$ cat config.mk
export PLATFORM = sky130hd
export DESIGN_NAME = alu_sequencer
export DESIGN_NICKNAME = d
export VERILOG_FILES = /design/src/rtl/simple_cpu_pkg.sv /design/src/rtl/reg_file_8x16.sv /design/src/rtl/alu_sequencer.sv
export SDC_FILE = /design/constraint.sdc
export NUM_CORES = 1
export LEC_CHECK = 0
export ABC_AREA = 1
export CAP_MARGIN = 25
export CELL_PAD_IN_SITES_DETAIL_PLACEMENT = 0
export CELL_PAD_IN_SITES_GLOBAL_PLACEMENT = 1
export CORE_ASPECT_RATIO = 0.6
export CORE_MARGIN = 2
export CORE_UTILIZATION = 43
export DETAILED_ROUTE_END_ITERATION = 6
export PLACE_DENSITY_LB_ADDON = 0.1
export SLEW_MARGIN = 20
export SYNTH_ARGS = -nofsm -noshare
export SYNTH_HDL_FRONTEND = slang
export SYNTH_SLANG_ARGS = --single-unit
$ cat constraint.sdc
create_clock -name clk -period 6.8 [get_ports clk]
set_input_delay 0.68 -clock clk [delete_from_list [all_inputs] [get_ports clk]]
set_output_delay 0.68 -clock clk [all_outputs]
set_load 0.1 [all_outputs]
$ cat src/rtl/simple_cpu_pkg.sv
// Shared Simple CPU definitions: ALU op codes, instruction field positions and
// the sequencer FSM state type.
package simple_cpu_pkg;

  localparam logic [2:0] OpPass = 3'b000;
  localparam logic [2:0] OpAdd  = 3'b010;
  localparam logic [2:0] OpXor  = 3'b011;
  localparam logic [2:0] OpOr   = 3'b100;
  localparam logic [2:0] OpAnd  = 3'b101;
  localparam logic [2:0] OpLdi  = 3'b111;

  localparam int unsigned OpMsb  = 15;
  localparam int unsigned OpLsb  = 13;
  localparam int unsigned RdMsb  = 12;
  localparam int unsigned RdLsb  = 10;
  localparam int unsigned RaMsb  = 9;
  localparam int unsigned RaLsb  = 7;
  localparam int unsigned RbMsb  = 6;
  localparam int unsigned RbLsb  = 4;
  localparam int unsigned ImmMsb = 7;
  localparam int unsigned ImmLsb = 0;

  typedef enum logic [1:0] {
    StIdle,
    StRead,
    StExec,
    StWrite
  } seq_state_e;

  // Op codes with no ALU function behind them.
  function automatic logic op_is_illegal(logic [2:0] op);
    return (op == 3'b001) || (op == 3'b110);
  endfunction

endpackage

$ cat src/rtl/reg_file_8x16.sv
// General-purpose register file: two async read ports, one debug read port,
// one synchronous write port, async clear on reset.
module reg_file_8x16 #(
  parameter int unsigned DATA_W = 16,
  parameter int unsigned REG_AW = 3
) (
  input  logic              clk,
  input  logic              reset,
  input  logic [REG_AW-1:0] raddr_a,
  output logic [DATA_W-1:0] rdata_a,
  input  logic [REG_AW-1:0] raddr_b,
  output logic [DATA_W-1:0] rdata_b,
  input  logic [REG_AW-1:0] dbg_addr,
  output logic [DATA_W-1:0] dbg_data,
  input  logic              we,
  input  logic [REG_AW-1:0] waddr,
  input  logic [DATA_W-1:0] wdata
);

  localparam int unsigned NumRegs = 1 << REG_AW;

  logic [DATA_W-1:0] regs_q [NumRegs];

  always_ff @(posedge clk or posedge reset) begin
    if (reset) begin
      for (int unsigned i = 0; i < NumRegs; i++) begin
        regs_q[i] <= '0;
      end
    end else if (we) begin
      regs_q[waddr] <= wdata;
    end
  end

  assign rdata_a  = regs_q[raddr_a];
  assign rdata_b  = regs_q[raddr_b];
  assign dbg_data = regs_q[dbg_addr];

endmodule

$ cat src/rtl/alu_sequencer.sv
// Four-state control unit that feeds the external ALU from the register file
// and writes the captured result back: IDLE -> READ -> EXEC -> WRITE.
module alu_sequencer
  import simple_cpu_pkg::*;
#(
  parameter int unsigned DATA_W = 16,
  parameter int unsigned REG_AW = 3
) (
  input  logic              clk,
  input  logic              reset,
  input  logic [15:0]       instr,
  input  logic              instr_valid,
  output logic              instr_ready,
  output logic [DATA_W-1:0] alu_a,
  output logic [DATA_W-1:0] alu_b,
  output logic [2:0]        alu_op_select,
  input  logic [DATA_W-1:0] alu_result,
  output logic              done,
  output logic              err,
  output logic [DATA_W-1:0] result_out,
  input  logic [REG_AW-1:0] dbg_addr,
  output logic [DATA_W-1:0] dbg_data
);

  seq_state_e        state_q, state_d;
  logic [15:0]       instr_q;
  logic [DATA_W-1:0] alu_a_q, alu_b_q, result_q;
  logic [2:0]        alu_op_q;

  logic [2:0]        op;
  logic [REG_AW-1:0] rd, ra, rb;
  logic [7:0]        imm;
  logic              is_ldi, illegal;
  logic [DATA_W-1:0] rdata_a, rdata_b;
  logic              reg_we;

  assign op      = instr_q[OpMsb:OpLsb];
  assign rd      = instr_q[RdMsb:RdLsb];
  assign ra      = instr_q[RaMsb:RaLsb];
  assign rb      = instr_q[RbMsb:RbLsb];
  assign imm     = instr_q[ImmMsb:ImmLsb];
  assign is_ldi  = (op == OpLdi);
  assign illegal = op_is_illegal(op);

  reg_file_8x16 #(
    .DATA_W(DATA_W),
    .REG_AW(REG_AW)
  ) u_reg_file (
    .clk     (clk),
    .reset   (reset),
    .raddr_a (ra),
    .rdata_a (rdata_a),
    .raddr_b (rb),
    .rdata_b (rdata_b),
    .dbg_addr(dbg_addr),
    .dbg_data(dbg_data),
    .we      (reg_we),
    .waddr   (rd),
    .wdata   (result_q)
  );

  always_ff @(posedge clk or posedge reset) begin
    if (reset) begin
      state_q  <= StIdle;
      instr_q  <= '0;
      alu_a_q  <= '0;
      alu_b_q  <= '0;
      alu_op_q <= OpPass;
      result_q <= '0;
    end else begin
      state_q <= state_d;
      if (state_q == StIdle && instr_valid) begin
        instr_q <= instr;
      end
      if (state_q == StRead) begin
        // LDI rides through the ALU as PASS of the zero-extended immediate.
        alu_a_q  <= is_ldi ? '0 : rdata_a;
        alu_b_q  <= is_ldi ? {{(DATA_W - 8){1'b0}}, imm} : rdata_b;
        alu_op_q <= (is_ldi || illegal) ? OpPass : op;
      end
      if (state_q == StExec) begin
        result_q <= alu_result;
      end
    end
  end

  always_comb begin
    state_d     = state_q;
    instr_ready = 1'b0;
    done        = 1'b0;
    err         = 1'b0;
    reg_we      = 1'b0;
    unique case (state_q)
      StIdle: begin
        instr_ready = 1'b1;
        if (instr_valid) state_d = StRead;
      end
      StRead:  state_d = StExec;
      StExec:  state_d = StWrite;
      StWrite: begin
        done    = 1'b1;
        err     = illegal;
        reg_we  = ~illegal;
        state_d = StIdle;
      end
      default: state_d = StIdle;
    endcase
  end

  assign alu_a         = alu_a_q;
  assign alu_b         = alu_b_q;
  assign alu_op_select = alu_op_q;
  assign result_out    = result_q;

endmodule

==> run_results.csv, run 1 <==
group,metric,value,unit
worst_setup_path,worst-endpoint-required,6.12,ns
die,core_region_area,25280,sq um
power_and_ir_drop,power_density,591.1,nW/um^2
layout,finish.net_count,1555,
drt,avg_vias_per_cell,5.527,
worst_setup_path,timing.critical_path.slowest_stage_cell,"clkdlybuf4s50_1",
yosys,yosys_warnings,0,
timing,final_hold_viol_count,0,
worst_setup_path,path_delay_family,"buffers and inverters",
timing,achievable-frequency,225.3,MHz
drt,drt_iter0_drc,1126,
worst_setup_path,worst-r2r-setup-slack,4.42,ns
yosys,ys_types,22,
worst_setup_path,worstSetupPathType,"in2out",
drt,post-route-drc-count,0,
timing,timing_max_transition_violations_final,0,
timing,totalNegativeSetupSlack,0,ns
timing,timing.clock.skew,0.01030,ns
yosys,synth_largest_area_cell,"dfrtp_1",
worst_setup_path,slowest_delay,1.12,ns
yosys,synthFlopType,"dfrtp_1",
place,routabilityCongestion,0.8735,
clock_tree,cts_root_buffer,"clkbuf_16",
layout,antenna_cells_inserted,0,
clock_tree,cts_max_level,4,
die,chipWidth,211.1,um
power_and_ir_drop,irDropWorstVdd,356.9,uV
timing,worstMarginPinSlew,1.013,ns
clock_tree,holdBufCountCts,0,
clock_tree,postCtsSetupBuffers,0,
worst_setup_path,regToRegEndpoint,"alu_a[2]",
power_and_ir_drop,power_leakage,5.970,nW
outcome,outcome,"completed",
die,initial_core_util,43.78,%
drt,ant_nets,0,
layout,layout.area.seq,4935,sq um
place,detailed_place_hpwl,23740,um
layout,drive_gt1_share,6.361,%
layout,layoutNonFillerInstCount,1854,
die,fp.dieArea,27080,sq um
clock_tree,numClockSinks,197,
yosys,synth.cell_area,11070,sq um
clock_tree,cts-root-to-sink-buffers,2,
clock_tree,cts_resized,0,
worst_setup_path,timing.critical_path.from_type,"input port",
global_route,overflow,0,
die,std_cell_rows,45,
hold_path,hold_start,"alu_a[2]",
worst_setup_path,worstPathMaxFanout,55,
yosys,postSynthRegisterBits,197,
yosys,yosys-top-cells-area,"dfrtp_1 45%, nand2_1 14%, o21ai_0 5.9%",
yosys,synth_top_cells_by_count,"416 x nand2_1, 197 x dfrtp_1, 130 x o21ai_0",
layout,area_delta_synth_final,14.41,%
worst_setup_path,rr_startpoint,"instr_q[8]",
layout,layout_fillers,2568,
clock_tree,clk_latency,0.47,ns
layout,multiInputGateArea,5032,sq um
yosys,synth-seq-area-share,44.54,%
global_route,grt_util_all_layers,28.49,%
yosys,postSynthCellCount,1477,
timing,layout_min_cycle_time,4.439,ns
clock_tree,cts_tree,"built",
drt,wire_length_reported_by_the_detailed_router,37000,um
yosys,asyncSetResetFlopFracSynth,100.0,%
global_route,grt_max_degree,104,
global_route,initial_antenna_violation_count,0,
clock_tree,clock_edge_transition_at_the_registers_on_the_reported_setup_and_hold_paths,0.07,ns
drt,drt_first_pass_iters,5,
yosys,syn_nets,1520,
clock_tree,cts_buffer_count,17,
flow_run,maxCapViolCount,0,
worst_setup_path,worst-r2r-cell-count,6,
hold_path,whs_endpoint,"alu_a[2]",
drt,avgRoutedWirePerCell,19.96,um
worst_setup_path,worst_path_most_repeated_cell,"clkdlybuf4s50_1",
hold_path,min_path_type,"reg2reg",
timing,unrepaired_setup_endpoints_after_global_routing,"false",
worst_setup_path,cp.arrival,3.76,ns
yosys,synthesis.area_per_instance,7.494,sq um
place,place_inst,1822,
die,ios,108,
timing,setup_violations,0,
die,fp.dieH,128.3,um
yosys,synth_edf_count,0,
yosys,post-synth-top-area-fraction,44.54,%
drt,total_vias_in_the_final_route,10250,
worst_setup_path,chain_of_cells_forming_the_critical_path,"clkdlybuf4s50_1, buf_4, clkinv_1, a21oi_1, o21ai_0, nand3_1, o21a_1, clkdlybuf4s50_1",
hold_path,holdPathStages,2,
yosys,synth.most_common_cell,"nand2_1",
global_route,first_global_vias,9097,
timing,timing.max_slew.rel_slack,32.50,%
place,io_buffer_count,107,
worst_setup_path,cp-end-kind,"output pin",
worst_setup_path,worstPathBufferInverterCount,4,
timing,finalCritPeriodShare,65.28,%
global_route,first_pass_grt_wire_length,57110,um
[placed cells by master (no fill, tap or decap), types with 3 or more instances in the layout]
master	n
nand2_1	416
dfrtp_1	195
o21ai_0	130
inv_1	123
nand3_1	118
o21ai_1	106
clkdlybuf4s50_1	106
a21oi_1	84
o211ai_1	70
nor2_1	65
o21ai_2	27
clkbuf_16	17
buf_4	13
nand2_4	9
inv_2	7
o21a_1	5
or2_2	5
ha_1	5
bufinv_16	4
clkinv_2	3
clkbuf_1	3
clkinvlp_4	3
[report_power, final]
part           leakage (nW)  switching, mW  internal [mW]
clock                 0.292          0.479          0.617
sequential             2.52          0.471           1.68
combinational          3.16           3.14           1.09
total                  5.97           4.09           3.39
[worst max path at each step]
stage          slack [ns]  depth (start not counted)          end   startpoint
6_report             2.36                          8  dbg_data[0]  dbg_addr[1]
5_1_grt              2.19                          7  dbg_data[0]  dbg_addr[0]
4_1_cts              2.40                          8  dbg_data[3]  dbg_addr[1]
3_5_place_dp         2.40                          8  dbg_data[3]  dbg_addr[1]
3_3_place_gp         2.43                          8  dbg_data[1]  dbg_addr[1]
2_1_floorplan        0.75                          1     alu_a[0]        reset
[worst min-delay path: cells and delay by family, from the launching register on]
family	cells	cell delay, ns
and+or+nand+nor	2	0.10
DFF	1	0.34
[registers in the layout (all words and copies together) (netlist names)]
register           cells
alu_a                 16
u_reg_file.regs_q    128
alu_op_select          3
state_q                2
result_out            16
alu_b                 16
instr_q               16
[metrics by stage]
| step | util [%] | hold slack, ns | power, mW | setup slack, ns | area [sq um] |
|---|---|---|---|---|---|
| floorplan | - | 0.4550 | 5.210 | 0.7510 | 11070 |
| global placement | 47.66 | 0.4620 | 6.315 | 2.434 | 12050 |
| detailed placement | 47.66 | 0.4659 | 6.351 | 2.403 | 12050 |
| CTS | 50.09 | 0.4854 | 7.459 | 2.397 | 12660 |
| global route | 50.09 | 0.4998 | 7.995 | 2.194 | 12660 |
| finish | 50.09 | 0.4786 | 7.486 | 2.361 | 12660 |
[area by class of cell]
cell class                 instances  share of cell area (%)
timing repair buffer             120                   9.189
sequential                       197                   38.97
inverter                         133                   4.002
clock inverter                    12                   1.403
multi-input combinational       1043                   39.74
tap                              329                   3.251
clock buffer                      20                   3.448
[metal layers]
metal / vias up / global-route usage [%] / share of wire (%)
li1: 4952 / - / -
met1: 4795 / 45.56 / 49
met2: 470 / 36.71 / 38
met3: 30 / 7.570 / 11
met4: 0 / 7.746 / 1.3
met5: - / 0 / 0
[logic make-up after synthesis]
kind of cell / after synthesis / share of synthesized area [%]
and+or+nand+nor: 616 / 23.21
AOI/OAI and AO/OA: 422 / 21.69
buffers and inverters: 237 / 9.993
DFF: 197 / 44.54
adders and majority gates: 5 / 0.5652
No activity file was read; power rests on OpenSTA's default activity.
==> run 2: changes to the inputs <==
--- a/config.mk
+++ b/config.mk
@@ -11,7 +11,7 @@
 export CELL_PAD_IN_SITES_GLOBAL_PLACEMENT = 1
 export CORE_ASPECT_RATIO = 0.6
 export CORE_MARGIN = 2
-export CORE_UTILIZATION = 43
+export CORE_UTILIZATION = 38
 export DETAILED_ROUTE_END_ITERATION = 6
 export PLACE_DENSITY_LB_ADDON = 0.1
 export SLEW_MARGIN = 20
==> constraint.sdc (replaced) <==
create_clock -name clk -period 4 [get_ports clk]
set_input_delay 0.4 -clock clk [delete_from_list [all_inputs] [get_ports clk]]
set_output_delay 0.4 -clock clk [all_outputs]
set_load 0.1 [all_outputs]
==> run 2 against run 1 <==
  * Routed wire length increased by 4.3%
  * Cell area rose by 2.5%
  * Combinational power grew 74%
  * Clock skew increased by 0.00071 ns
  * Flip-flop and latch count is the same
  * Largest cell class unchanged
  * Critical path type is now reg2out
  * Worst hold slack got worse by 0.13 ns
==> run_results.csv, run 2 (synthesis results as in run 1) <==
group,metric,value,unit
worst_setup_path,worst-r2r-cell-count,7,
drt,avgRoutedWirePerCell,20.25,um
place,io_buffer_count,107,
clock_tree,postCtsSetupBuffers,0,
power_and_ir_drop,irDropWorstVdd,529.5,uV
power_and_ir_drop,power_density,1005,nW/um^2
layout,layoutNonFillerInstCount,1906,
die,fp.dieH,136.2,um
worst_setup_path,timing.critical_path.slowest_stage_cell,"clkdlybuf4s50_1",
drt,wire_length_reported_by_the_detailed_router,38600,um
clock_tree,cts_max_level,4,
worst_setup_path,rr_startpoint,"state_q[1]",
worst_setup_path,slowest_delay,1.15,ns
layout,antenna_cells_inserted,0,
clock_tree,cts-root-to-sink-buffers,2,
layout,finish.net_count,1561,
timing,layout_min_cycle_time,2.939,ns
timing,timing.clock.skew,0.01101,ns
clock_tree,cts_buffer_count,17,
drt,post-route-drc-count,0,
outcome,outcome,"completed",
place,preCtsSetupSlack,1.234,ns
global_route,grt_util_all_layers,25.91,%
hold_path,min_path_type,"in2async",
layout,area_delta_synth_final,17.30,%
die,fp.dieArea,30550,sq um
layout,drive_gt1_share,7.969,%
clock_tree,numClockSinks,197,
power_and_ir_drop,power_leakage,6.112,nW
worst_setup_path,cp.arrival,2.54,ns
power_and_ir_drop,sequentialPowerShare,28.3,%
layout,largest-register,"u_reg_file.regs_q",
layout,postLayoutCellArea,12980,sq um
timing,setup_violations,0,
clock_tree,clk_latency,0.47,ns
drt,drt_iter0_drc,1096,
global_route,first_pass_grt_wire_length,58640,um
clock_tree,holdBufCountCts,0,
clock_tree,cts_root_buffer,"clkbuf_16",
worst_setup_path,regToRegEndpoint,"alu_a[14]",
drt,ant_nets,0,
timing,achievable-frequency,340.3,MHz
timing,unrepaired_setup_endpoints_after_global_routing,"false",
drt,drt_first_pass_iters,5,
timing,totalNegativeSetupSlack,0,ns
worst_setup_path,worstSetupPathType,"reg2out",
worst_setup_path,cp-end-kind,"output pin",
power_and_ir_drop,combPwrFrac,56.4,%
layout,mostFrequentLayoutCell,"nand2_1",
timing,finalCritPeriodShare,73.47,%
worst_setup_path,worst_path_most_repeated_cell,"inv_1",
place,placed_cell_area,12320,sq um
worst_setup_path,worstPathMaxFanout,3,
worst_setup_path,chain_of_cells_forming_the_critical_path,"inv_1, nand3_2, nand2_4, inv_1, nor2_1, clkdlybuf4s50_1",
layout,layout.cells.most_common_list,"416 x nand2_1, 195 x dfrtp_1, 130 x o21ai_0, 123 x inv_1, 118 x nand3_1",
place,detailed_place_hpwl,25190,um
drt,avg_vias_per_cell,5.377,
timing,timing_max_transition_violations_final,0,
place,place_inst,1874,
worst_setup_path,endpoint,"err",
global_route,initial_antenna_violation_count,1,
power_and_ir_drop,power.share.clock,15.3,%
timing,timing.max_slew.rel_slack,30.57,%
timing,final_hold_viol_count,0,
timing,worstMarginPinSlew,1.040,ns
power_and_ir_drop,power.internal,5.964,mW
drt,total_vias_in_the_final_route,10250,
die,ios,108,
global_route,overflow,0,
die,std_cell_rows,48,
worst_setup_path,worst-r2r-setup-slack,1.86,ns
global_route,first_global_vias,9153,
die,initial_core_util,38.55,%
worst_setup_path,worstSetupStartpoint,"instr_q[14]",
die,chipWidth,224.3,um
layout,layout_fillers,2907,
die,core_region_area,28710,sq um
worst_setup_path,timing.critical_path.from_type,"flop",
layout,largest_register_ffs,128,
timing,finalWorstSetupSlack,1.061,ns
clock_tree,cts_resized,0,
place,routabilityCongestion,0.8402,
clock_tree,cts_tree,"built",
power_and_ir_drop,switching_share,54.31,%
global_route,grt_max_degree,105,
flow_run,maxCapViolCount,0,
clock_tree,clock_edge_transition_at_the_registers_on_the_reported_setup_and_hold_paths,0.08,ns
power_and_ir_drop,total_switching_power,7.089,mW
worst_setup_path,worst-endpoint-required,3.60,ns
-- run 2: final cells by class --
type / instances / area, sq um / area share [%]
Multi-Input combinational cell: 1043 / 5032 / 38.76
Sequential cell: 197 / 4935 / 38.01
Timing Repair Buffer: 126 / 1381 / 10.64
Inverter: 133 / 503.0 / 3.874
Tap cell: 375 / 469.2 / 3.614
Clock buffer: 18 / 439.2 / 3.383
Clock inverter: 14 / 222.7 / 1.715
-- run 2: metal layers --
metal  share of wire [%]  up-vias  track usage [%]
li1                    -     4962                -
met1                  51     4833            41.86
met2                  38      419            33.59
met3                 9.3       32            6.354
met4                0.93        2            5.813
met5               0.034        -                0
-- run 2: power by group through the flow --
stage	Combinational, mW	Sequential, mW	Clock, mW
floorplan	3.91	4.95	0
global placement	7.26	3.69	0
detailed placement	7.31	3.69	0
CTS	7.32	3.66	2.03
global route	7.95	3.80	2.11
finish	7.36	3.69	2.00
-- run 2: worst max-delay path: cells and delay by family (launching register included) --
family | cells | cell delay [ns]
flops | 1 | 0.41
simple gates | 3 | 0.32
buf+inv | 3 | 1.34
-- run 2: worst min-delay path by stage --
stage | slack (ns) | start | depth (start not counted) | end
after floorplan | 0.45 | u_reg_file.regs_q[105] | 2 | u_reg_file.regs_q[105]
after global placement | 0.46 | alu_b[4] | 2 | alu_b[4]
after detailed placement | 0.47 | alu_a[4] | 2 | alu_a[4]
after CTS | 0.35 | reset | 2 | alu_a[10]
after global routing | 0.38 | reset | 2 | alu_b[15]
final | 0.35 | reset | 2 | alu_b[15]
-- run 2: per-stage QoR --
step                utilization [%]  total power, mW  hold slack, ns
global route                  45.22            13.86          0.3783
detailed placement            42.92            11.00          0.4656
global placement              42.92            10.95          0.4611
finish                        45.22            13.05          0.3458
floorplan                         -            8.858          0.4550
CTS                           45.22            13.01          0.3508
